--- config.mk ---
export PLATFORM = sky130hd
export DESIGN_NAME = crypto1_key_check_flat
export DESIGN_NICKNAME = d
export VERILOG_FILES = /design/src/rtl/crypto1_key_check_if.sv /design/src/rtl/crypto1_key_check.sv /design/src/flat_wrapper.sv
export SDC_FILE = /design/constraint.sdc
export NUM_CORES = 1
export LEC_CHECK = 0
export CAP_MARGIN = 30
export CORE_MARGIN = 1
export CORE_UTILIZATION = 51
export CTS_CLUSTER_DIAMETER = 30
export CTS_CLUSTER_SIZE = 14
export DETAILED_ROUTE_END_ITERATION = 8
export PLACE_DENSITY = 0.9
export SYNTH_ARGS = -nofsm -noshare
export SYNTH_HDL_FRONTEND = slang
export SYNTH_SLANG_ARGS = --single-unit
--- constraint.sdc ---
create_clock -name CLK -period 4.6 [get_ports CLK]
set_clock_uncertainty 0.2 [all_clocks]
set_input_delay 0.46 -clock CLK [delete_from_list [all_inputs] [get_ports CLK]]
set_output_delay 0.46 -clock CLK [all_outputs]
set_load 0.01 [all_outputs]
--- src/rtl/crypto1_key_check_if.sv ---
// Candidate and key handshake bundle for the Crypto1 verify stage.
// The master side supplies candidates and acknowledges keys; the slave side is the checker.
interface crypto1_key_check_if;
  logic        CAND_VALID;
  logic        CAND_READY;
  logic [23:0] CAND_EVEN;
  logic [23:0] CAND_ODD;
  logic        KEY_VALID;
  logic        KEY_ACK;
  logic [47:0] KEY;

  modport master (
    output CAND_VALID, CAND_EVEN, CAND_ODD, KEY_ACK,
    input  CAND_READY, KEY_VALID, KEY
  );

  modport slave (
    input  CAND_VALID, CAND_EVEN, CAND_ODD, KEY_ACK,
    output CAND_READY, KEY_VALID, KEY
  );
endinterface

--- src/rtl/crypto1_key_check.sv ---
// Crypto1 candidate verifier: clocks one (even, odd) LFSR state at a time through the
// filter and compares the keystream bit-serially against BITSTREAM, aborting on the
// first mismatch and reporting a full NBITS match as KEY.
module crypto1_key_check #(
  parameter int NBITS = 48,
  parameter int CNT_W = 32
) (
  input  logic               CLK,
  input  logic               RESET,
  input  logic [47:0]        BITSTREAM,
  crypto1_key_check_if.slave bus,
  output logic               FOUND,
  output logic               BUSY,
  output logic [CNT_W-1:0]   CHECKED
);

  localparam int STEP_W = (NBITS > 1) ? $clog2(NBITS) : 1;
  localparam logic [STEP_W-1:0] LAST_STEP = STEP_W'(NBITS - 1);

  // LFSR feedback taps, split into the odd and even halves.
  localparam logic [23:0] ODD_TAPS  = 24'h29CE5C;
  localparam logic [23:0] EVEN_TAPS = 24'h870804;

  // Filter lookup tables: each 4-bit odd nibble selects one bit of f.
  localparam logic [19:0] F4_TBL = 20'hf22c0;
  localparam logic [19:0] F3_TBL = 20'h6c9c0;
  localparam logic [19:0] F2_TBL = 20'h3c8b0;
  localparam logic [19:0] F1_TBL = 20'h1e458;
  localparam logic [19:0] F0_TBL = 20'h0d938;
  localparam logic [31:0] KS_TBL = 32'hEC57E80A;

  typedef enum logic [1:0] {
    IDLE = 2'd0,
    RUN  = 2'd1,
    HIT  = 2'd2
  } state_e;

  state_e            state;
  state_e            state_next;
  logic [23:0]       even_q;
  logic [23:0]       odd_q;
  logic [47:0]       hold_q;      // initial state of the candidate in flight, KEY bit order
  logic [STEP_W-1:0] step_q;      // index of the keystream bit being compared
  logic [47:0]       cand_key;
  logic              ks;
  logic              fb;
  logic              mismatch;
  logic              last_step;

  // Keystream bit of the current state: two-level table lookup on the odd half.
  function automatic logic filter_bit(input logic [23:0] o);
    logic [4:0] f;
    f[4] = F4_TBL[5'(o[3:0])   + 5'd4];
    f[3] = F3_TBL[5'(o[7:4])   + 5'd3];
    f[2] = F2_TBL[5'(o[11:8])  + 5'd2];
    f[1] = F1_TBL[5'(o[15:12]) + 5'd1];
    f[0] = F0_TBL[5'(o[19:16])];
    return KS_TBL[f];
  endfunction

  assign ks        = filter_bit(odd_q);
  assign fb        = (^(odd_q & ODD_TAPS)) ^ (^(even_q & EVEN_TAPS));
  assign mismatch  = (ks != BITSTREAM[step_q]);
  assign last_step = (step_q == LAST_STEP);

  // Interleave the incoming halves into KEY order: even bits at 2i, odd bits at 2i+1.
  always_comb begin
    // NOTE: every variable written in a combinational block gets a default first, so no path can infer a latch.
    cand_key = '0;
    for (int i = 0; i < 24; i++) begin
      cand_key[2*i]   = bus.CAND_EVEN[i];
      cand_key[2*i+1] = bus.CAND_ODD[i];
    end
  end

  // State register; reset overrides any handshake seen on the same edge.
  always_ff @(posedge CLK) begin
    // NOTE: sequential state uses non-blocking assignments so every register samples pre-edge values.
    if (RESET) state <= IDLE;
    else       state <= state_next;
  end

  // Next-state: accept in IDLE, abort or finish in RUN, wait for the ack in HIT.
  always_comb begin
    state_next = state;
    case (state)
      IDLE:    if (bus.CAND_VALID) state_next = RUN;
      RUN: begin
        if (mismatch)       state_next = IDLE;
        else if (last_step) state_next = HIT;
      end
      HIT:     if (bus.KEY_ACK) state_next = IDLE;
      default: state_next = IDLE;
    endcase
  end

  // Outputs decoded purely from the state.
  always_comb begin
    bus.CAND_READY = (state == IDLE);
    bus.KEY_VALID  = (state == HIT);
    BUSY           = (state != IDLE);
  end

  // Datapath: load, step the LFSR, count rejects, publish verified keys.
  always_ff @(posedge CLK) begin
    if (RESET) begin
      even_q  <= '0;
      odd_q   <= '0;
      hold_q  <= '0;
      step_q  <= '0;
      bus.KEY <= '0;
      FOUND   <= 1'b0;
      CHECKED <= '0;
    end else begin
      case (state)
        IDLE: begin
          if (bus.CAND_VALID) begin
            even_q <= bus.CAND_EVEN;
            odd_q  <= bus.CAND_ODD;
            hold_q <= cand_key;
            step_q <= '0;
          end
        end
        RUN: begin
          if (mismatch) begin
            if (CHECKED != '1) CHECKED <= CHECKED + CNT_W'(1);
          end else if (last_step) begin
            bus.KEY <= hold_q;
            FOUND   <= 1'b1;
          end else begin
            even_q <= odd_q;
            odd_q  <= {even_q[22:0], fb};
            step_q <= step_q + STEP_W'(1);
          end
        end
        default: ;
      endcase
    end
  end

endmodule

--- src/flat_wrapper.sv ---
// flat-port wrapper written by rule: the top's interface ports become plain ports
module crypto1_key_check_flat 
#(
  parameter int NBITS = 48,
  parameter int CNT_W = 32
)
  (CLK, RESET, BITSTREAM, FOUND, BUSY, CHECKED, bus_CAND_VALID, bus_CAND_EVEN, bus_CAND_ODD, bus_KEY_ACK, bus_CAND_READY, bus_KEY_VALID, bus_KEY);
  crypto1_key_check_if bus_i ();
  input  logic CLK;
  input  logic RESET;
  input  logic [47:0] BITSTREAM;
  output logic FOUND;
  output logic BUSY;
  output logic [CNT_W-1:0] CHECKED;
  input wire logic [$bits(bus_i.CAND_VALID)-1:0] bus_CAND_VALID;
  input wire logic [$bits(bus_i.CAND_EVEN)-1:0] bus_CAND_EVEN;
  input wire logic [$bits(bus_i.CAND_ODD)-1:0] bus_CAND_ODD;
  input wire logic [$bits(bus_i.KEY_ACK)-1:0] bus_KEY_ACK;
  output wire logic [$bits(bus_i.CAND_READY)-1:0] bus_CAND_READY;
  output wire logic [$bits(bus_i.KEY_VALID)-1:0] bus_KEY_VALID;
  output wire logic [$bits(bus_i.KEY)-1:0] bus_KEY;
  assign bus_i.CAND_VALID = bus_CAND_VALID;
  assign bus_i.CAND_EVEN = bus_CAND_EVEN;
  assign bus_i.CAND_ODD = bus_CAND_ODD;
  assign bus_i.KEY_ACK = bus_KEY_ACK;
  assign bus_CAND_READY = bus_i.CAND_READY;
  assign bus_KEY_VALID = bus_i.KEY_VALID;
  assign bus_KEY = bus_i.KEY;
  crypto1_key_check #(.NBITS(NBITS), .CNT_W(CNT_W)) u_core (.CLK(CLK), .RESET(RESET), .BITSTREAM(BITSTREAM), .bus(bus_i), .FOUND(FOUND), .BUSY(BUSY), .CHECKED(CHECKED));
endmodule
==> results.md <==
* Hold WS at 0.2523 ns
* Area share of the largest cell type after synthesis at 45.67%
* # diodes at 0
* Core area at 15430 sq um
* Drt drc at 0
* Max Cap Viol at 0
* Clock Sinks at 186
* Unrepaired setup endpoints after global routing: false
* Clock tree root buffer cell: clkbuf_16
* Synth top cells by count: nand2_1 (304), dfxtp_1 (186), a21oi_1 (103)
* P_leak at 3.843 nW
* Min cycle time layout at 4.059 ns
* Die area at 16500 sq um
* Sequential share of power at 40.6%
* Via count at 7483
* Final Cell Area at 10600 sq um
* Placement Cell Area at 10050 sq um
* CP Buf/Inv Count at 1
* Final Max Slew Viols at 0
* Comb power frac at 32.5%
* Chip width at 128.4 um
* H-tree depth at 4
* Psw at 1.737 mW
* Avg Inst Size Synth at 8.210 sq um
* Crit end category: flop
* Crit path cell chain: inv_1 > ha_1 > nor4bb_1 > nor4b_1 > a22oi_1 > a22oi_1 > o211ai_4 > xor2_1 > o21ai_4 > a211o_1 > ha_1 > o2111a_1 > a211o_1 > mux2i_1
* Post-CTS Setup Repair Bufs at 0
* Final non-filler cell total at 1358
* IO buf count at 183
* Fin. Hold Viols at 0
* Post-synth EDFFs at 0
* Initial antenna violation count at 0
* CTS tree: yes
* Post-synthesis register bit count at 186
* Layout Utilization at 68.71%
* Cell with the largest stage delay on the worst path: dfxtp_1
* Critical path class: reg2reg
* CTS Buffer Depth at 2
* Worst slew pin tran at 0.8172 ns
* Fillers at 1239
* Total Routed Length at 20.48 mm
* Pwr/cell area at 474.9 nW/um^2
* Area Growth Syn to Fin at 30.02%
* Crit Path Max Fanout at 10
* Synth Flop Type: dfxtp_1
* Synth area leader: dfxtp_1
* CP delay by family, top: compound AO/OA/AOI/OAI gates
* First-pass detailed-route iteration total at 6
* Fmax at 246.4 MHz
* Slowest Stage Delay on Critical Path at 0.48 ns
* Critical path startpoint category: flop
* Sw Ratio at 34.50%
* Period utilization at 88.24%
* Ys Warns at 0
* Final setup vio count at 0
* Layout cell share with drive strength beyond 1 at 5.493%
* Wire per inst at 15.08 um
* # rows at 45
* Worst vdd ir at 0.0003958 V
* Placed insts at 1327
* Syn Nets at 1102
* Resized cells post-CTS at 0
* Total Routing Usage GR at 25.25%
* Setup slack after layout at 0.5410 ns
* CTS Hold Bufs at 0
* Pint at 3.298 mW
* GRT Residual Overflow at 0
* Vias in the first global route at 6921
* Fraction of registers with async set/reset at 0%
* DP Wirelength at 13.97 mm
* Yosys cell types at 55
* DP Worst Slack at 0.6042 ns
* Clock latency on the worst-skew pair at 0.43 ns
* Seq/Total Area, Yosys at 45.67%
* Final Power at 5.035 mW
* Required time worst endpoint at 4.76 ns
* Initial drt markers at 539
* Initial Util at 52.85%
* Setup TNS at 0 ns
* First-pass GRT wire length at 33.06 mm
* Clock share of power at 26.9%
* Status: finished clean
* Largest cells by area after synthesis: dfxtp_1 (46%), nand2_1 (14%), a21oi_1 (6.3%)
* Routed Antenna Nets at 0
* I/O Pins at 184
* Hold WC Path Type: reg2reg
* Nets at 1244
* Largest net degree at the start of global routing at 111
* Num CTS Buffers at 17
* Arr. time, crit path at 4.22 ns
* Count leader, synth: nand2_1
* Post-synthesis cell count at 993
* Die height at 128.4 um
* Clock-pin slew on the worst setup and hold paths at 0.06 ns
* DR vias/cell at 5.510
* Relative slew margins at 45.52%
* Final GP Congestion at 0.8393
* Area of the mapped netlist at 8153 sq um
## worst reg2reg max path, delay by kind of cell, from the launching register on
kind / cells / cell delay, ns
compound gates: 7 / 1.61
simple gates: 2 / 0.42
flops: 1 / 0.48
mux: 1 / 0.13
fa+ha+maj: 2 / 0.61
buf+inv: 1 / 0.08
xor+xnor: 1 / 0.45
## state kept, by name, indices dropped and copies added, names as in the netlist, named ones only
name	count
u_core.CHECKED	32
u_core.FOUND	1
u_core.bus.KEY	48
u_core.even_q	24
u_core.hold_q	48
u_core.odd_q	24
u_core.state	2
u_core.step_q	6
## cell families after synthesis
family	share of synthesized area, %
adder cells (fa/ha/maj)	1.504
AO/OA/AOI/OAI	14.33
multiplexers	4.389
buffers and inverters	4.343
AND/OR/NAND/NOR	24.40
XOR/XNOR	5.356
flip-flops	45.67
## final cells by class
type                    instances  area [sq um]  area share (%)
well taps                     211         264.0           2.491
clock buffers                  22         484.2           4.568
clock inverters                 9         66.31          0.6256
inverters                       7         26.28          0.2479
flip-flops and latches        186          3724           35.13
repair buffers                193          1933           18.24
multi-input cells             730          4103           38.70
## worst paths after layout
| path | startpoint | endpoint | slack [ns] | cells after the start |
|---|---|---|---|---|
| setup / recovery | u_core.odd_q[4]$_SDFFE_PP0N_ | flop | 0.54 | 14 |
| hold / removal | u_core.hold_q[7]$_SDFFE_PP0P_ | u_core.bus.KEY[7]$_SDFFE_PP0P_ | 0.25 | 2 |
| setup reg to reg | u_core.odd_q[4]$_SDFFE_PP0N_ | flop | 0.54 | 14 |
| hold reg to reg | u_core.hold_q[7]$_SDFFE_PP0P_ | u_core.bus.KEY[7]$_SDFFE_PP0P_ | 0.25 | 2 |
## layer usage
metal / wire length [um] / part of all wire (%) / GRT usage (%) / vias up
li1: - / - / - / 3660
met1: 8541 / 42 / 30.99 / 3480
met2: 9800 / 48 / 42.03 / 277
met3: 1219 / 6.0 / 4.491 / 66
met4: 918 / 4.5 / 14.12 / 0
met5: 0 / 0 / 0 / -
## layout by cell type, fill, tap and decap left out, types with 3 or more instances in the layout
| cell type | n |
|---|---|
| a211oi_1 | 3 |
| a21oi_1 | 103 |
| a22oi_1 | 5 |
| a311oi_1 | 45 |
| a31oi_1 | 4 |
| and3_1 | 9 |
| and3_2 | 3 |
| and4_1 | 3 |
| buf_4 | 8 |
| clkbuf_16 | 17 |
| clkbuf_8 | 4 |
| clkdlybuf4s50_1 | 182 |
| clkinvlp_4 | 4 |
| dfxtp_1 | 186 |
| ha_1 | 9 |
| inv_1 | 7 |
| mux2i_1 | 5 |
| mux4_1 | 10 |
| nand2_1 | 303 |
| nand2b_1 | 4 |
| nand3_1 | 17 |
| nand4_1 | 4 |
| nor2_1 | 92 |
| nor2b_1 | 4 |
| nor3_1 | 9 |
| nor4_1 | 3 |
| o21ai_0 | 7 |
| or3_1 | 4 |
| xnor2_1 | 19 |
| xor2_1 | 29 |
## power groups by stage
stage / Clock [mW] / Combinational [mW] / Sequential (mW)
floorplan: 0 / 1.30 / 2.00
finish: 1.35 / 1.64 / 2.05
global route: 1.44 / 1.82 / 2.08
global placement: 0 / 1.55 / 2.06
CTS: 1.36 / 1.64 / 2.04
detailed placement: 0 / 1.61 / 2.07
No activity file was read; power rests on OpenSTA's default activity.
